--- src/rtl/ahb_interconnect_n_if.sv ---
// rtl/ahb_interconnect_n_if.sv - AHB-Lite master/slave bus bundle for ahb_interconnect_n
interface ahb_interconnect_n_if #(
   parameter int ADDR_WIDTH = 32,
   parameter int DATA_WIDTH = 32,
   parameter int NUM_SLAVES = 5
);
   logic [ADDR_WIDTH-1:0]            h_addr;
   logic [1:0]                       h_trans;
   logic [NUM_SLAVES-1:0]            h_sel_x;
   logic [NUM_SLAVES*DATA_WIDTH-1:0] h_rdata_x;
   logic [NUM_SLAVES-1:0]            h_ready_x;
   logic [NUM_SLAVES-1:0]            h_resp_x;
   logic [DATA_WIDTH-1:0]            h_rdata;
   logic                             h_ready;
   logic                             h_resp;

   // Master plus slave instances on one side, interconnect on the other.
   modport master (
      output h_addr, h_trans, h_rdata_x, h_ready_x, h_resp_x,
      input  h_sel_x, h_rdata, h_ready, h_resp
   );

   modport slave (
      input  h_addr, h_trans, h_rdata_x, h_ready_x, h_resp_x,
      output h_sel_x, h_rdata, h_ready, h_resp
   );
endinterface

--- src/rtl/ahb_interconnect_n.sv ---
// rtl/ahb_interconnect_n.sv - single-master AHB-Lite decoder, response mux and ERROR default slave
module ahb_interconnect_n #(
   parameter int                    ADDR_WIDTH  = 32,
   parameter int                    DATA_WIDTH  = 32,
   parameter int                    NUM_SLAVES  = 5,
   parameter int                    REGION_BITS = 11,
   parameter logic [ADDR_WIDTH-1:0] BASE_ADDR   = '0,
   parameter int                    CNT_WIDTH   = 8
) (
   input  logic                  h_clk,
   input  logic                  h_reset,
   ahb_interconnect_n_if.slave   bus,
   input  logic                  err_clr,
   output logic [CNT_WIDTH-1:0]  err_count,
   output logic [ADDR_WIDTH-1:0] err_addr
);
   // Index 16 is outside any legal slave index, so it marks the default slave.
   localparam logic [4:0] DEFAULT = 5'd16;

   typedef enum logic [1:0] {DS_OK, DS_ERR1, DS_ERR2} ds_state_t;

   logic [ADDR_WIDTH-1:0] w_offset;
   logic [ADDR_WIDTH-1:0] w_idx;
   logic                  w_hit;
   logic [NUM_SLAVES-1:0] w_sel;
   logic [4:0]            r_dp_sel;
   ds_state_t             r_state;
   ds_state_t             w_next_state;
   logic                  w_ds_ready;
   logic                  w_ds_resp;
   logic                  w_err_evt;
   logic [DATA_WIDTH-1:0] w_rdata;
   logic                  w_ready;
   logic                  w_resp;
   logic [CNT_WIDTH-1:0]  r_err_count;
   logic [ADDR_WIDTH-1:0] r_err_addr;

   assign w_offset = bus.h_addr - BASE_ADDR;
   assign w_idx    = w_offset >> REGION_BITS;
   assign w_hit    = (bus.h_addr >= BASE_ADDR) && (w_idx < ADDR_WIDTH'(NUM_SLAVES));

   always_comb begin
      w_sel = '0;
      for (int i = 0; i < NUM_SLAVES; i++) begin
         if (!h_reset && w_hit && (w_idx == ADDR_WIDTH'(i)))
            w_sel[i] = 1'b1;
      end
   end

   assign bus.h_sel_x = w_sel;

   // Holding while h_ready is low keeps a wait-stated slave in charge of the response.
   always_ff @(posedge h_clk) begin
      if (h_reset)
         r_dp_sel <= DEFAULT;
      else if (w_ready)
         r_dp_sel <= w_hit ? w_idx[4:0] : DEFAULT;
   end

   // Only the owning slave's lane is looked at, so unselected X cannot leak through.
   always_comb begin
      w_rdata = '0;
      w_ready = w_ds_ready;
      w_resp  = w_ds_resp;
      for (int i = 0; i < NUM_SLAVES; i++) begin
         if (r_dp_sel == 5'(i)) begin
            w_rdata = bus.h_rdata_x[i*DATA_WIDTH +: DATA_WIDTH];
            w_ready = bus.h_ready_x[i];
            w_resp  = bus.h_resp_x[i];
         end
      end
   end

   assign bus.h_rdata = w_rdata;
   assign bus.h_ready = w_ready;
   assign bus.h_resp  = w_resp;

   assign w_err_evt = ((r_state == DS_OK) || (r_state == DS_ERR2)) && w_ready
                      && !w_hit && bus.h_trans[1];

   always_ff @(posedge h_clk) begin
      if (h_reset)
         r_state <= DS_OK;
      else
         r_state <= w_next_state;
   end

   always_comb begin
      w_next_state = r_state;
      case (r_state)
         DS_OK:   w_next_state = w_err_evt ? DS_ERR1 : DS_OK;
         DS_ERR1: w_next_state = DS_ERR2;
         DS_ERR2: w_next_state = w_err_evt ? DS_ERR1 : DS_OK;
         default: w_next_state = DS_OK;
      endcase
   end

   always_comb begin
      w_ds_ready = 1'b1;
      w_ds_resp  = 1'b0;
      case (r_state)
         DS_ERR1: begin
            w_ds_ready = 1'b0;
            w_ds_resp  = 1'b1;
         end
         DS_ERR2: begin
            w_ds_ready = 1'b1;
            w_ds_resp  = 1'b1;
         end
         default: begin
            w_ds_ready = 1'b1;
            w_ds_resp  = 1'b0;
         end
      endcase
   end

   always_ff @(posedge h_clk) begin
      if (h_reset) begin
         r_err_count <= '0;
         r_err_addr  <= '0;
      end else begin
         if (w_err_evt)
            r_err_addr <= bus.h_addr;
         if (err_clr)
            r_err_count <= w_err_evt ? CNT_WIDTH'(1) : '0;
         else if (w_err_evt && (r_err_count != '1))
            r_err_count <= r_err_count + CNT_WIDTH'(1);
      end
   end

   assign err_count = r_err_count;
   assign err_addr  = r_err_addr;
endmodule

--- src/flat_wrapper.sv ---
// flat-port wrapper written by rule: the top's interface ports become plain ports
module ahb_interconnect_n_flat 
#(
   parameter int                    ADDR_WIDTH  = 32,
   parameter int                    DATA_WIDTH  = 32,
   parameter int                    NUM_SLAVES  = 5,
   parameter int                    REGION_BITS = 11,
   parameter logic [ADDR_WIDTH-1:0] BASE_ADDR   = '0,
   parameter int                    CNT_WIDTH   = 8
)
  (h_clk, h_reset, err_clr, err_count, err_addr, bus_h_addr, bus_h_trans, bus_h_rdata_x, bus_h_ready_x, bus_h_resp_x, bus_h_sel_x, bus_h_rdata, bus_h_ready, bus_h_resp);
  ahb_interconnect_n_if #(.ADDR_WIDTH(ADDR_WIDTH), .DATA_WIDTH(DATA_WIDTH), .NUM_SLAVES(NUM_SLAVES)) bus_i ();
  input  logic h_clk;
  input  logic h_reset;
  input  logic err_clr;
  output logic [CNT_WIDTH-1:0] err_count;
  output logic [ADDR_WIDTH-1:0] err_addr;
  input wire logic [$bits(bus_i.h_addr)-1:0] bus_h_addr;
  input wire logic [$bits(bus_i.h_trans)-1:0] bus_h_trans;
  input wire logic [$bits(bus_i.h_rdata_x)-1:0] bus_h_rdata_x;
  input wire logic [$bits(bus_i.h_ready_x)-1:0] bus_h_ready_x;
  input wire logic [$bits(bus_i.h_resp_x)-1:0] bus_h_resp_x;
  output wire logic [$bits(bus_i.h_sel_x)-1:0] bus_h_sel_x;
  output wire logic [$bits(bus_i.h_rdata)-1:0] bus_h_rdata;
  output wire logic [$bits(bus_i.h_ready)-1:0] bus_h_ready;
  output wire logic [$bits(bus_i.h_resp)-1:0] bus_h_resp;
  assign bus_i.h_addr = bus_h_addr;
  assign bus_i.h_trans = bus_h_trans;
  assign bus_i.h_rdata_x = bus_h_rdata_x;
  assign bus_i.h_ready_x = bus_h_ready_x;
  assign bus_i.h_resp_x = bus_h_resp_x;
  assign bus_h_sel_x = bus_i.h_sel_x;
  assign bus_h_rdata = bus_i.h_rdata;
  assign bus_h_ready = bus_i.h_ready;
  assign bus_h_resp = bus_i.h_resp;
  ahb_interconnect_n #(.ADDR_WIDTH(ADDR_WIDTH), .DATA_WIDTH(DATA_WIDTH), .NUM_SLAVES(NUM_SLAVES), .REGION_BITS(REGION_BITS), .BASE_ADDR(BASE_ADDR), .CNT_WIDTH(CNT_WIDTH)) u_core (.h_clk(h_clk), .h_reset(h_reset), .bus(bus_i), .err_clr(err_clr), .err_count(err_count), .err_addr(err_addr));
endmodule
--- config.mk ---
export PLATFORM = sky130hd
export DESIGN_NAME = ahb_interconnect_n_flat
export DESIGN_NICKNAME = d
export VERILOG_FILES = /design/src/rtl/ahb_interconnect_n_if.sv /design/src/rtl/ahb_interconnect_n.sv /design/src/flat_wrapper.sv
export SDC_FILE = /design/constraint.sdc
export NUM_CORES = 1
export LEC_CHECK = 0
export CAP_MARGIN = 0
export CORE_AREA = 2 2 113 115
export DETAILED_ROUTE_END_ITERATION = 10
export DIE_AREA = 0 0 115 117
export MAX_ROUTING_LAYER = met4
export PLACE_DENSITY = 0.77
export RECOVER_POWER = 50
export SLEW_MARGIN = 20
export SYNTH_ARGS = -nofsm -noshare
export SYNTH_HDL_FRONTEND = slang
export SYNTH_SLANG_ARGS = --single-unit
--- constraint.sdc ---
create_clock -name h_clk -period 4.65 [get_ports h_clk]
set_clock_uncertainty 0.2 [all_clocks]
set_input_delay 0.93 -clock h_clk [delete_from_list [all_inputs] [get_ports h_clk]]
set_output_delay 0.93 -clock h_clk [all_outputs]
set_load 0.02 [all_outputs]
# Word level (Yosys, flattened, before mapping)
# Index checks and enable logic that the tools add are counted.
op_classes:
  add_sub_neg: 1
  magnitude_cmp: 2
  eq_ne: 11
  muxes: 28
  n_reduce_logical: 20
op_table:
  columns: ["operator", "count"]
  rows:
  - ["32-bit two-way mux", 5]
  - ["21-bit by 2-bit equality test with 1-bit output, second input constant", 2]
  - ["32-bit by 1-bit greater-or-equal comparator with 1-bit output, second input constant", 1]
  - ["32-bit zero test", 1]
  - ["21-bit by 1-bit equality test with 1-bit output, second input constant", 1]
  - ["21-bit by 3-bit equality test with 1-bit output, second input constant", 1]
  - ["21-bit by 3-bit less-than comparator with 1-bit output, second input constant", 1]
  - ["1-bit two-way mux", 19]
  - ["8-bit two-way mux", 2]
  - ["1-bit logical AND", 11]
  - ["5-bit by 2-bit equality test with 1-bit output, second input constant", 2]
  - ["8-bit by 1-bit adder with 8-bit output, second input constant", 1]
  - ["8-bit inequality test, second input constant", 1]
  - ["5-bit by 1-bit equality test with 1-bit output, second input constant", 1]
  - ["5-bit by 3-bit equality test with 1-bit output, second input constant", 1]
  - ["5-bit zero test", 1]
  - ["5-bit two-way mux", 1]
  - ["2-bit one-hot mux with 2 select lines", 1]
  - ["2-bit OR reduction", 2]
  - ["2-bit by 1-bit equality test with 1-bit output, second input constant", 1]
  - ["2-bit equality test, second input constant", 1]
  - ["1-bit zero test", 2]
  - ["2-bit zero test", 1]
  - ["2-bit nonzero test", 1]
  - ["1-bit logical OR", 1]
word_totals:
  register_bits: 47
  inputBits: 207
  out_inout_bits: 79
  elab_cells: 66

# Longest topological paths before layout
logic_depth:
  word_depth: 13
  ltp_mapped: 9
  depth_no_buf: 8

# Worst setup path before layout
# No wires, ideal clock.
synth_timing:
  kind: "input-to-output"
  from: "input port bus_h_addr[14]"
  to: "output port bus_h_sel_x[2]"
  arrival_time_ns: 2.701
  setup_slack_ns: 0.819
  path_stages: 5
  n_path_buf: 0
  path_cell_list: "or4_4 -> nor4_4 -> nand2_1 -> or3_1 -> nor3b_1"
synth_between:
  elab_chain_len: 5
  word_cells_on_any_way: 7
  classes_between: "order compare: 2; eq/ne: 1; mux: 1; reduce/logical: 3"
synth_rtl:
  columns: ["element", "line_no", "rtl"]
  rows:
  - ["start, declared", "flat_wrapper.sv:18", "input wire logic [$bits(bus_i.h_addr)-1:0] bus_h_addr;"]
  - ["32-bit by 1-bit greater-or-equal comparator with 1-bit output or 21-bit by 3-bit less-than comparator with 1-bit output (tied branches)", "ahb_interconnect_n.sv:40", "assign w_hit = (bus.h_addr >= BASE_ADDR) && (w_idx < ADDR_WIDTH'(NUM_SLAVES));"]
  - ["1-bit logical AND", "ahb_interconnect_n.sv:40", null]
  - ["1-bit logical AND", "ahb_interconnect_n.sv:45", "if (!h_reset && w_hit && (w_idx == ADDR_WIDTH'(i)))"]
  - ["1-bit logical AND (*)", "ahb_interconnect_n.sv:45", null]
  - ["1-bit two-way mux (*)", "ahb_interconnect_n.sv:45", null]
  - ["end, declared", "flat_wrapper.sv:23", "output wire logic [$bits(bus_i.h_sel_x)-1:0] bus_h_sel_x;"]
# Every way passes the cells marked *; elsewhere a longest branch is shown, timed or not.

# Final worst setup path
layout_timing:
  from: "input port bus_h_addr[31]"
  to: "output port bus_h_sel_x[3]"
# Same word-level chain as after synthesis.

==> metrics.cfg <==
[layout]
finalNonFillerCells=772
area_growth_pct=97.84
nets=832
drive_above_1_share=0.09032
finalInstanceArea_um2=6310
final_core_util=0.5125

[floorplanning]
rows=41
die_area_um2=13460
die_x_um=115
ioPinCount=286
start_util=0.2590
die_height_um=117
core_area_um2=12310

[timing]
post-route-period-util=0.9736
hold_viol_final=0
post-route-min-period_ns=4.527
rsz0062_at_grt=no
finalSetupTns_ns=0
setup_ws_ns=0.1229
drv_slew=0
slew_headroom=0.1100
fmax_mhz=220.9
worstMarginPinSlew_ns=1.331
whs_ns=0.2528
setup_viol=0

[global_routing]
antenna_found_initial=2
grt_pass1_vias=3967
grt.total_usage=0.2077
overflow=0
grt_max_degree=44
grt_pass1_wl_mm=20.89

[route]
totalWireLength_mm=14.28
vias=3973
dr.pass1.iters=4
drc=0
avgRoutedWirePerCell_um=18.49
drtIter0Drc=139
ant_nets=0
via_per_inst=5.146

[critical_path]
cp_max_fo=2
cp-startpoint=bus_h_addr[31]
cp.arrival_ns=3.40
cp_slowest_cell=clkdlybuf4s50_1
start_kind=input port
critPathRequiredTime_ns=3.52
critPathCaptureType=primary output
critPathMaxStageDelay_ns=0.60
crit_top_cell=clkdlybuf4s50_1
reg2reg_slack_ns=1.20
crit_chain=clkdlybuf4s50_1, or4_4, nor4_4, nand2_1, buf_4, nor3_1, and3_1, clkdlybuf4s50_1
r2r-start=u_core.r_dp_sel[0]
worstSetupPathType=input port to primary output

[place]
place_inst=763
placed_area_um2=6152
place_hpwl_mm=11.77
place_congestion=0.9033
pre_cts_ws_ns=0.05486
port_buffers=284

[yosys]
async_flop_share=0
syn_nets=561
synth_edf_count=0
synth_area_per_cell_um2=9.138
synth_seq_cells=47
yosysTopAreaCell=dfxtp_1
synth.top_cells.by_count=81 x nand2_1, 47 x dfxtp_1, 42 x a21oi_1
synth_cells=349
netlist.area_leader.share=0.2950
yosysWarnings=0
synth_most_common_cell=nand2_1
netlist_area_um2=3189
ys_top_cells_by_area=dfxtp_1 30%, mux4_2 23%, nand2_1 9.5%
ys_types=37
seq_area_frac_synth=0.2950
synth_ff_type=dfxtp_1

[pwr]
p_per_area_nw_per_um2=200.6
p_sw_mw=0.3329
p_int_mw=0.9331
p_seq_frac=0.348
combinationalPowerShare=0.335
p_sw_frac=0.2629
p_total_mw=1.266
p_clk_frac=0.317
ir_worst_vdd_mv=0.2749
leakagePower_nw=2.389

[clocking]
clkSlewWorstSetupHoldPaths_ns=0.06
cts-root-buf=clkbuf_16
cts_tree=done
ctsHoldBuffers=0
cts_buffer_depth=2
cts_buffers=5
htreeDepth=2
insertion_delay_ns=0.28
cts.sinks=47

[worst_hold_path]
worstHoldPathType=flip-flop to flip-flop
hold_start=u_core.err_addr[2]

[run]
cap_violations=0

[outcome]
run_status=completed

## sequential cells by signal, summed over array words and instances, names as in the netlist
register          cells
u_core.r_dp_sel       5
u_core.err_count      8
u_core.err_addr      32
u_core.r_state        2
## layout make-up
class | count | area [µm²]
Antenna cell | 2 | 5.005
Clock buffer | 6 | 128.9
Clock inverter | 1 | 30.03
Fill cell | 1131 | 6002
Inverter | 6 | 22.52
Multi-Input combinational cell | 267 | 2078
Sequential cell | 47 | 943.4
Tap cell | 150 | 187.7
Timing Repair Buffer | 293 | 2914
## repair_timing
action / in CTS / in global routing
buffers inserted: 0 / 0
endpoints found under the setup margin: 0 / 4
gates resized for setup: 0 / 4
## power groups by stage
stage	combinational, mW	clock [mW]	sequential [mW]
after floorplan	0.135	0	0.478
after global placement	0.428	0	0.449
after detailed placement	0.436	0	0.451
after CTS	0.438	0.409	0.442
after global routing	0.452	0.432	0.444
final	0.425	0.401	0.441
## routing by layer
layer	GRT usage	part of all wire	vias up
li1	-	-	1860
met1	0.2082	0.35	1889
met2	0.3882	0.53	190
met3	0.04686	0.080	34
met4	0.08755	0.038	0
met5	-	0	-
## worst max-delay path: cells and delay by family
family | cells | cell delay [ns]
buffers and inverters | 3 | 1.19
and+or+nand+nor | 5 | 1.29
## path summary, 6_finish.rpt
path,cells past startpoint,endpoint
setup / recovery,8,bus_h_sel_x[3]
hold / removal,2,u_core.err_addr[2]
setup reg to reg,5,u_core.err_count[5]
hold reg to reg,2,u_core.err_addr[2]
## cells in the final DEF, fill, tap and decap left out, types with 2 or more instances in the layout
| master | synthesis | final |
|---|---|---|
| inv_1 | 6 | 6 |
| dfxtp_1 | 47 | 45 |
| a21oi_1 | 42 | 42 |
| mux4_2 | 32 | 32 |
| o221a_2 | 2 | 2 |
| nand2_1 | 81 | 81 |
| nor3_1 | 7 | 6 |
| clkbuf_1 | 16 | 2 |
| dlygate4sd3_1 | 0 | 41 |
| nor3b_1 | 2 | 2 |
| or3_1 | 2 | 2 |
| or4_4 | 1 | 2 |
| or4_1 | 6 | 5 |
| buf_4 | 0 | 8 |
| and2_1 | 2 | 2 |
| dlymetal6s2s_1 | 0 | 3 |
| diode_2 | 0 | 2 |
| a211o_1 | 2 | 2 |
| clkbuf_16 | 0 | 5 |
| ha_1 | 5 | 5 |
| nor2b_1 | 3 | 3 |
| nand4_1 | 1 | 2 |
| a22o_1 | 32 | 32 |
| and3_1 | 7 | 7 |
| dfxtp_2 | 0 | 2 |
| nor2_1 | 10 | 10 |
| o21ai_0 | 7 | 7 |
| clkdlybuf4s50_1 | 0 | 240 |
| nand3_1 | 7 | 8 |
| o31ai_1 | 5 | 5 |
## cells by family (layout without fill, tap and decap cells)
kind of cell / count (synthesis) / count (layout) / synth area share
mux: 34 / 34 / 0.2326
buf+inv: 35 / 306 / 0.05178
simple gates: 134 / 134 / 0.2001
other cells: 0 / 2 / 0
fa+ha+maj: 5 / 5 / 0.01962
compound gates: 94 / 94 / 0.2009
flops: 47 / 47 / 0.2950
Note: power is estimated with default switching activity, not from simulation.
